<file path="src/rtl/vmask_packer.sv">
// ============================================================================
// Module   : vmask_packer
// Brief    : Evaluates vector compare predicates on per-element flags and packs
//            the result bits into mask words behind a one-entry output register.
// Revision : 1.0
// ============================================================================
`default_nettype none

module vmask_packer #(
  parameter int REQ_DATA_WIDTH = 64,
  parameter int SEW_WIDTH      = 2,
  parameter int MASK_WIDTH     = 8,
  parameter int CNT_WIDTH      = 7
) (
  input  logic                      clk,
  input  logic                      rst,
  input  logic                      in_valid,
  output logic                      in_ready,
  input  logic [SEW_WIDTH-1:0]      in_sew,
  input  logic [2:0]                in_op,
  input  logic [MASK_WIDTH-1:0]     in_equal,
  input  logic [MASK_WIDTH-1:0]     in_lt,
  input  logic                      in_last,
  output logic                      out_valid,
  input  logic                      out_ready,
  output logic [REQ_DATA_WIDTH-1:0] out_mask,
  output logic [CNT_WIDTH-1:0]      out_count,
  output logic                      out_last
);

  localparam logic [2:0] C_OP_NE = 3'd1;
  localparam logic [2:0] C_OP_LT = 3'd2;
  localparam logic [2:0] C_OP_LE = 3'd3;
  localparam logic [2:0] C_OP_GT = 3'd4;
  localparam logic [2:0] C_OP_GE = 3'd5;

  logic [REQ_DATA_WIDTH-1:0] acc_q, acc_d;
  logic [CNT_WIDTH-1:0]      fill_q, fill_d;
  logic [REQ_DATA_WIDTH-1:0] out_mask_q, out_mask_d;
  logic [CNT_WIDTH-1:0]      out_count_q, out_count_d;
  logic                      out_last_q, out_last_d;
  logic                      out_valid_q, out_valid_d;

  logic [CNT_WIDTH-1:0]      w_n;
  logic [MASK_WIDTH-1:0]     w_sel;
  logic [MASK_WIDTH-1:0]     w_pred;
  logic [MASK_WIDTH-1:0]     w_bits;
  logic [REQ_DATA_WIDTH-1:0] w_merged;
  logic [CNT_WIDTH-1:0]      w_sum;
  logic                      w_accept;
  logic                      w_flush;

  assign w_n   = CNT_WIDTH'(MASK_WIDTH) >> in_sew;
  assign w_sel = ~({MASK_WIDTH{1'b1}} << w_n);

  always_comb begin
    w_pred = in_equal;
    case (in_op)
      C_OP_NE: w_pred = ~in_equal;
      C_OP_LT: w_pred = in_lt;
      C_OP_LE: w_pred = in_lt | in_equal;
      C_OP_GT: w_pred = ~in_lt & ~in_equal;
      C_OP_GE: w_pred = ~in_lt;
      default: w_pred = in_equal;
    endcase
  end

  assign w_bits   = w_pred & w_sel;
  assign w_merged = acc_q | ({{(REQ_DATA_WIDTH-MASK_WIDTH){1'b0}}, w_bits} << fill_q);
  assign w_sum    = fill_q + w_n;

  // Any accepted beat may flush, so beats are only taken when the output slot frees up.
  assign in_ready = ~out_valid_q | out_ready;
  assign w_accept = in_valid & in_ready;
  assign w_flush  = w_accept & ((w_sum == CNT_WIDTH'(REQ_DATA_WIDTH)) | in_last);

  always_comb begin
    acc_d       = acc_q;
    fill_d      = fill_q;
    out_mask_d  = out_mask_q;
    out_count_d = out_count_q;
    out_last_d  = out_last_q;
    out_valid_d = out_valid_q & ~out_ready;
    if (w_flush) begin
      acc_d       = '0;
      fill_d      = '0;
      out_mask_d  = w_merged;
      out_count_d = w_sum;
      out_last_d  = in_last;
      out_valid_d = 1'b1;
    end else if (w_accept) begin
      acc_d  = w_merged;
      fill_d = w_sum;
    end
  end

  always_ff @(posedge clk or posedge rst) begin
    if (rst) begin
      acc_q       <= '0;
      fill_q      <= '0;
      out_mask_q  <= '0;
      out_count_q <= '0;
      out_last_q  <= 1'b0;
      out_valid_q <= 1'b0;
    end else begin
      acc_q       <= acc_d;
      fill_q      <= fill_d;
      out_mask_q  <= out_mask_d;
      out_count_q <= out_count_d;
      out_last_q  <= out_last_d;
      out_valid_q <= out_valid_d;
    end
  end

  assign out_valid = out_valid_q;
  assign out_mask  = out_mask_q;
  assign out_count = out_count_q;
  assign out_last  = out_last_q;

endmodule

`default_nettype wire
</file>
<file path="config.mk">
export PLATFORM = sky130hd
export DESIGN_NAME = vmask_packer
export DESIGN_NICKNAME = d
export VERILOG_FILES = /design/src/rtl/vmask_packer.sv
export SDC_FILE = /design/constraint.sdc
export NUM_CORES = 1
export LEC_CHECK = 0
export ABC_CLOCK_PERIOD_IN_PS = 9020
export CAP_MARGIN = 0
export CORE_UTILIZATION = 55
export DETAILED_ROUTE_END_ITERATION = 6
export DONT_BUFFER_PORTS = 1
export GPL_ROUTABILITY_DRIVEN = 0
export PLACE_DENSITY = 0.81
export SETUP_SLACK_MARGIN = 0.02
export SLEW_MARGIN = 10
export SYNTH_ARGS = -nofsm -noshare
export SYNTH_HDL_FRONTEND = slang
export SYNTH_SLANG_ARGS = --single-unit
</file>
<file path="constraint.sdc">
create_clock -name clk -period 9.02 [get_ports clk]
set_input_delay 1.804 -clock clk [delete_from_list [all_inputs] [get_ports clk]]
set_output_delay 1.804 -clock clk [all_outputs]
set_load 0.03 [all_outputs]
</file>
==> reports/qor.csv, run 1 <==
stage;metric;value;unit
run_status;status;finished, final reports clean;
synth;ys async rst share;100;%
clock_network;CTS max path bufs;2;
global_routing;met3 Usage GRT;9.65;%
sta;# setup viols final;0;
critical_path;Critical R2R Capture;acc_q[4]$_DFFE_PP0P_;
place;hpwl dp;13400;um
flow_run;max cap viols;0;
sta;clk_skew;0.00893;ns
critical_path;critical path launch point type;input pin;
sta;worst-margin pin slew;1.06;ns
critical_path;slowest stage delay, CP;0.85;ns
synth;cell taking the most area after synthesis;dfrtp_1;
place;Placed Cells incl. Taps;950;
critical_path;worst setup path class;in2reg;
finish;Layout Nets;824;
drt;post-route ant nets;0;
critical_path;Worst EP arrival;5.79;ns
synth;top post-synthesis cells by count;dfrtp_1 (144), nand2_1 (111), nor2_1 (92);
synth;count leader, synth;dfrtp_1;
synth;Synth Net Count;851;
synth;Seq cells post-synth;144;
critical_path;Worst EP required;9.30;ns
critical_path;R2R cell count;10;
drt;WL/cell;20.3;um
sta;Fin. Hold Viols;0;
synth;syn_area_per_cell;9.11;um2
critical_path;critical path's top delay family;simple AND/OR/NAND/NOR gates;
sta;Post-Route Setup TNS;0;ns
floorplan;core area;13200;um2
global_routing;largest net degree at the start of global routing;83;
finish;share of layout cells above drive strength 1;8.31;%
synth;post-synthesis cell type count;73;
synth;EDFF count, synth;0;
floorplan;Top Ports;100;
global_routing;vias in the first global route;6094;
finish;antenna diode count;0;
clock_network;CTS resizes;0;
synth;YS warnings;0;
critical_path;CP Capture Type;flip-flop;
hold_path;HP Class;reg2reg;
global_routing;initial antenna violation count;0;
critical_path;Bufs and invs on worst path;2;
global_routing;first-pass GRT wire length;32400;um
clock_network;CTS tree;built;
sta;min Tclk post-route;5.51;ns
critical_path;Slowest-stage cell, CP;nor2_4;
pwr;worst vdd ir;0.000143;V
synth;Synth area leaders;dfrtp_1 (48%), o21ai_0 (5.6%), nand2_1 (5.6%), nor2_1 (4.6%), a21oi_1 (4.5%);
floorplan;Die W;119;um
finish;# fillers;1087;
synth;Post-Syn Area;7470;um2
drt;first drt pass iteration count;7;
drt;DRT iter0 DRCs;1012;
drt;routed vias/inst;6.55;
place;IO buf count;0;
global_routing;GRT Util Overall;29.5;%
finish;final std cells w/o fill;982;
sta;period utilization;61.1;%
finish;area grow syn2layout;8.29;%
pwr;leakage;3.48;nW
pwr;power density over cell area;238;nW/um2
critical_path;reg-to-reg slack, setup;4.43;ns
clock_network;clk_lat worst skew;0.44;ns
synth;post-synth top area share;48.2;%
critical_path;critical path peak fanout;67;
clock_network;CTS buffer count;17;
hold_path;hold path start;acc_q[49]$_DFFE_PP0P_;
drt;DR DRC count;0;
critical_path;worst-path cell chain;or2_2 -> inv_1 -> ha_1 -> a21oi_1 -> o22ai_1 -> xnor2_1 -> a41oi_2 -> nor2_4 -> buf_4 -> nor3_1 -> a21oi_1 -> nor2_1;
sta;relative slew slack;29.0;%
hold_path;Worst Hold Path Cells;2;
clock_network;# Post-CTS Setup Buffers;0;
floorplan;Starting Density;56.4;%
sta;Slew Viols, Final;0;
floorplan;die area;14100;um2
clock_network;H-tree levels;4;
global_routing;Top Usage Layer GRT;met2;
global_routing;grt total ovfl;0;
floorplan;die height;119;um
synth;most common flop cell mapped by yosys;dfrtp_1;
critical_path;Worst path most repeated cell;a21oi_1;
global_routing;met2 usage;43.1;%
drt;Routed Wire Length;19900;um
clock_network;CTS Hold Buffers Added;0;
synth;synthesized instance count;820;
sta;fmax;182;MHz
synth;Seq/Total Area, Yosys;48.2;%
floorplan;# rows;42;
clock_network;CTS Root Cell;clkbuf_16;
critical_path;reg-to-reg critical path startpoint;fill_q[0]$_DFFE_PP0P_;
drt;via count;6434;
clock_network;clk slew on worst S/H paths;0.06;ns
hold_path;Worst Hold End;acc_q[49]$_DFFE_PP0P_;
global_routing;met1 Resource Use GR;39.7;%
sta;RSZ-0062 raised after global routing;false;
clock_network;Sink Count;144;
-- how the worst max path moves through the flow --
stage,startpoint,to,depth (start not counted)
3_3_place_gp,in_sew[0],acc_q[5]$_DFFE_PP0P_,12
2_1_floorplan,rst,acc_q[0]$_DFFE_PP0P_,1
3_5_place_dp,in_sew[0],acc_q[4]$_DFFE_PP0P_,12
4_1_cts,in_sew[0],acc_q[4]$_DFFE_PP0P_,12
6_report,in_sew[0],acc_q[4]$_DFFE_PP0P_,12
5_1_grt,in_sew[0],acc_q[6]$_DFFE_PP0P_,12
-- metal layers --
metal  up-vias  wire length [um]
li1       2883                 -
met1      3075              8020
met2       392              8830
met3        84              2200
met4         0               868
met5         -                 0
-- where the power goes --
part           internal (mW)  switching [mW]
sequential             0.712           0.174
combinational          0.101           0.236
clock                  0.423           0.280
-- cell usage in the layout (no fill, tap or decap), types with 8 or more instances in the layout --
master / count
nor4_1: 11
o21ai_0: 84
dfrtp_1: 144
inv_1: 12
nand2_1: 110
clkbuf_16: 17
xor2_1: 8
a31oi_1: 13
nor3_1: 19
nor2_1: 92
o21a_1: 9
nand3_1: 12
mux2i_1: 23
o22ai_1: 9
a21oi_1: 67
nor2b_1: 9
-- worst min-delay path: cells and delay by family, from the launching register on --
family           cells  cell delay, ns
flip-flops           1            0.34
AND/OR/NAND/NOR      1            0.05
AO/OA/AOI/OAI        1            0.06
-- layout make-up --
| class | count | area [um2] | area share [%] |
|---|---|---|---|
| multi-input combinational | 607 | 3560 | 44.1 |
| timing repair buffer | 6 | 45.0 | 0.557 |
| sequential | 144 | 3600 | 44.5 |
| clock buffer | 21 | 460 | 5.69 |
| tap | 176 | 220 | 2.72 |
| inverter | 17 | 68.8 | 0.851 |
| clock inverter | 11 | 128 | 1.58 |
-- kinds of logic (layout without fill, tap and decap cells) --
logic type | after synthesis | count (layout) | synth area share [%]
xor+xnor | 13 | 13 | 1.52
compound gates | 266 | 266 | 23.3
buf+inv | 69 | 55 | 4.22
fa+ha+maj | 5 | 5 | 0.938
simple gates | 295 | 295 | 17.8
flops | 144 | 144 | 48.2
mux | 28 | 28 | 3.99
-- metrics by stage --
stage | area, um2 | util, % | power [mW] | setup WS [ns] | hold slack [ns]
after floorplan | 7470 | - | 1.13 | 3.35 | 0.444
after global placement | 7500 | 56.7 | 1.22 | 3.29 | 0.460
after detailed placement | 7500 | 56.7 | 1.22 | 3.13 | 0.466
after CTS | 8090 | 61.1 | 1.92 | 3.56 | 0.482
after global routing | 8090 | 61.1 | 2.00 | 3.28 | 0.499
final | 8090 | 61.1 | 1.93 | 3.51 | 0.480
-- registers in the layout, indices dropped and copies added, names as in the netlist --
| signal | cells |
|---|---|
| out_mask | 64 |
| acc_q | 64 |
| out_valid | 1 |
| fill_q | 7 |
| out_count | 7 |
| out_last | 1 |
Note: power is estimated with default switching activity, not from simulation.
==> run 2: changes to the inputs <==
ABC_AREA = 1   (was unset)
ABC_CLOCK_PERIOD_IN_PS = 5390   (was 9020)
clock period = 5.39 ns   (was 9.02 ns; I/O delays follow)
==> run 2 against run 1 <==
Net effect:
- sequential power is 97% higher
- largest power group unchanged
- sequential share of layout area is 0.23 points higher
- hold slack better by 0.022 ns
==> reports/qor.csv, run 2 <==
stage;metric;value;unit;change
critical_path;reg-to-reg critical path startpoint;fill_q[2]$_DFFE_PP0P_;;
global_routing;largest net degree at the start of global routing;106;;+28%
synth;syn_area_per_cell;7.40;um2;-19%
global_routing;GRT Util Overall;26.8;%;-2.7 points
drt;Routed Wire Length;17800;um;-11%
sta;clk_skew;0.00779;ns;-0.00114 ns
clock_network;CTS tree;built;;
synth;Seq/Total Area, Yosys;48.4;%;+0.14 points
finish;Layout Nets;1014;;+23%
clock_network;CTS Hold Buffers Added;0;;unchanged
pwr;power density over cell area;478;nW/um2;+100%
clock_network;clk_lat worst skew;0.42;ns;-0.02 ns
floorplan;Starting Density;56.3;%;-0.16 points
critical_path;worst setup path class;reg2reg;;
critical_path;reg-to-reg slack, setup;1.96;ns;-2.47 ns
drt;first drt pass iteration count;5;;-2
pwr;Flop pwr share;45.6;%;-0.4 points
drt;DR DRC count;0;;unchanged
sta;RSZ-0062 raised after global routing;false;;
sta;final worst setup slack;1.96;ns;-1.55 ns
drt;DRT iter0 DRCs;640;;-37%
finish;area grow syn2layout;8.05;%;
pwr;Internal Power;2.21;mW;+78%
sta;Slew Viols, Final;0;;unchanged
sta;Post-Route Setup TNS;0;ns;unchanged
sta;min Tclk post-route;3.43;ns;
finish;Multi-input gate area;3250;um2;-8.7%
global_routing;first-pass GRT wire length;29800;um;-8.1%
clock_network;CTS max path bufs;2;;unchanged
hold_path;HP Class;reg2reg;;
critical_path;critical path peak fanout;56;;-16%
floorplan;# rows;42;;unchanged
floorplan;core area;13200;um2;unchanged
floorplan;die area;14000;um2;-0.29%
critical_path;CP Capture Type;flip-flop;;
floorplan;die height;118;um;-0.14%
drt;via count;6465;;+0.48%
synth;EDFF count, synth;0;;unchanged
global_routing;vias in the first global route;6190;;+1.6%
synth;top post-synthesis cells by count;nand2_1 (360), dfrtp_1 (144), inv_1 (90), nand3_1 (90), o21ai_0 (69);;
synth;most common flop cell mapped by yosys;dfrtp_1;;
critical_path;Worst EP required;5.74;ns;-3.56 ns
finish;share of layout cells above drive strength 1;6.73;%;-1.6 points
sta;Fin. Hold Viols;0;;unchanged
clock_network;H-tree levels;4;;unchanged
synth;YS warnings;0;;unchanged
floorplan;Top Ports;100;;unchanged
drt;post-route ant nets;0;;unchanged
clock_network;CTS buffer count;17;;unchanged
finish;most common cell after layout, fill and taps aside;nand2_1;;
synth;post-synthesis cell type count;32;;-56%
clock_network;CTS Root Cell;clkbuf_16;;
clock_network;clk slew on worst S/H paths;0.06;ns;about the same
sta;period utilization;63.6;%;
drt;WL/cell;15.2;um;-25%
floorplan;Die W;118;um;-0.14%
clock_network;CTS resizes;0;;unchanged
critical_path;critical path launch point type;flip-flop;;
global_routing;initial antenna violation count;0;;unchanged
pwr;Tot Pwr;3.84;mW;+99%
flow_run;max cap viols;0;;unchanged
pwr;sw frac;42.6;%;+6.8 points
place;hpwl dp;11800;um;-11%
sta;fmax;292;MHz;
finish;commonest non-fill, non-tap cells in the layout;nand2_1 (360), dfrtp_1 (144), nand3_1 (90);;
run_status;status;finished, final reports clean;;
pwr;leakage;4.26;nW;+22%
hold_path;Worst Hold End;acc_q[31]$_DFFE_PP0P_;;
finish;antenna diode count;0;;unchanged
finish;# fillers;1191;;+9.6%
synth;count leader, synth;nand2_1;;
critical_path;R2R cell count;12;;+2
place;pre-CTS setup slack;1.54;ns;-1.59 ns
pwr;Comb pwr share;25.8;%;+8.3 points
synth;cell taking the most area after synthesis;dfrtp_1;;
pwr;clock network power share;28.6;%;-7.9 points
finish;register area;3600;um2;unchanged
pwr;Psw;1.64;mW;+140%
global_routing;grt total ovfl;0;;unchanged
clock_network;Sink Count;144;;unchanged
hold_path;Worst Hold Path Cells;2;;unchanged
critical_path;Critical R2R Capture;out_mask[23]$_DFFE_PP0P_;;
synth;Seq cells post-synth;144;;unchanged
sta;# setup viols final;0;;unchanged
drt;routed vias/inst;5.52;;-16%
synth;Synth area leaders;dfrtp_1 (48%), nand2_1 (18%), nand3_1 (6.0%), o21ai_0 (4.6%), inv_1 (4.5%);;
critical_path;Worst EP arrival;3.78;ns;-2.01 ns
synth;synthesized instance count;1007;;+23%
place;IO buf count;0;;unchanged
pwr;worst vdd ir;0.000269;V;+88%
sta;final hold slack;0.502;ns;+0.0223 ns
synth;Synth Net Count;1038;;+22%
clock_network;# Post-CTS Setup Buffers;0;;unchanged
hold_path;hold path start;acc_q[31]$_DFFE_PP0P_;;
synth;post-synth top area share;48.4;%;+0.14 points
sta;relative slew slack;36.6;%;+7.6 points
synth;ys async rst share;100;%;unchanged
synth;Post-Syn Area;7450;um2;-0.28%
sta;worst-margin pin slew;0.950;ns;-0.109 ns
[run 2: cell count changes in the layout (fill, tap and decap cells not counted), moves of 10 or more]
cell / change
a21oi_1: -23
nand4_1: +24
nor3_1: -17
mux2i_1: -23
inv_1: +77
nand2_2: +10
nand3_1: +78
nor2_1: -31
nor4_1: -10
o21ai_0: -15
a31oi_1: -13
nand2_1: +250
[run 2: layer usage]
metal / part of all wire [%] / vias up / GRT usage, %
met4: 2.6 / 0 / 11.0
met1: 44 / 2994 / 36.6
li1: - / 3163 / -
met3: 8.2 / 42 / 7.43
met2: 45 / 266 / 40.5
met5: 0 / - / 0
[run 2: how the worst max path moves through the flow]
stage | from | end | slack, ns | cells after the start
finish | fill_q[2]$_DFFE_PP0P_ | out_mask[23]$_DFFE_PP0P_ | 1.96 | 12
global route | in_sew[1] | acc_q[34]$_DFFE_PP0P_ | 1.66 | 16
CTS | in_sew[1] | out_mask[8]$_DFFE_PP0P_ | 1.98 | 15
detailed placement | in_sew[1] | out_mask[2]$_DFFE_PP0P_ | 1.54 | 15
global placement | in_sew[1] | acc_q[34]$_DFFE_PP0P_ | 1.60 | 16
floorplan | rst | acc_q[0]$_DFFE_PP0P_ | 0.45 | 1
[run 2: power groups by stage]
| stage | Combinational, mW | Sequential (mW) | Clock (mW) |
|---|---|---|---|
| finish | 0.992 | 1.75 | 1.10 |
| global route | 1.11 | 1.78 | 1.16 |
| CTS | 0.973 | 1.75 | 1.12 |
| detailed placement | 0.965 | 1.77 | 0 |
| global placement | 0.947 | 1.77 | 0 |
| floorplan | 0.785 | 1.69 | 0 |
[run 2: critical path: stages, from the launching register on]
cell and delay (ns):
dfrtp_1 0.78, ha_1 0.39, a21oi_1 0.14, nand2_1 0.10, a21oi_1 0.18, nor2_1 0.08
xor2_1 0.28, nand4_1 0.13, nand2_1 0.15, nand2_4 0.15, inv_2 0.69, nand2_1 0.14
nand2_1 0.10
[run 2: kinds of logic after synthesis]
group           synth area share, %
compound gates                 10.4
xor+xnor                      0.588
fa+ha+maj                     0.941
buf+inv                        8.01
flops                          48.4
simple gates                   31.7
[run 2: final cells by class]
type	count	area share [%]
clock buffers	20	5.43
clock inverters	12	1.40
inverters	101	4.77
multi-input cells	714	40.4
flip-flops and latches	144	44.8
well taps	176	2.74
repair buffers	5	0.466
[run 2: metrics by stage]
stage | instances | cell area, um2 | util (%)
floorplan | 1007 | 7450 | -
global placement | 1140 | 7500 | 56.6
detailed placement | 1140 | 7500 | 56.6
CTS | 1172 | 8050 | 60.8
global route | 1172 | 8050 | 60.8
finish | 1172 | 8050 | 60.8
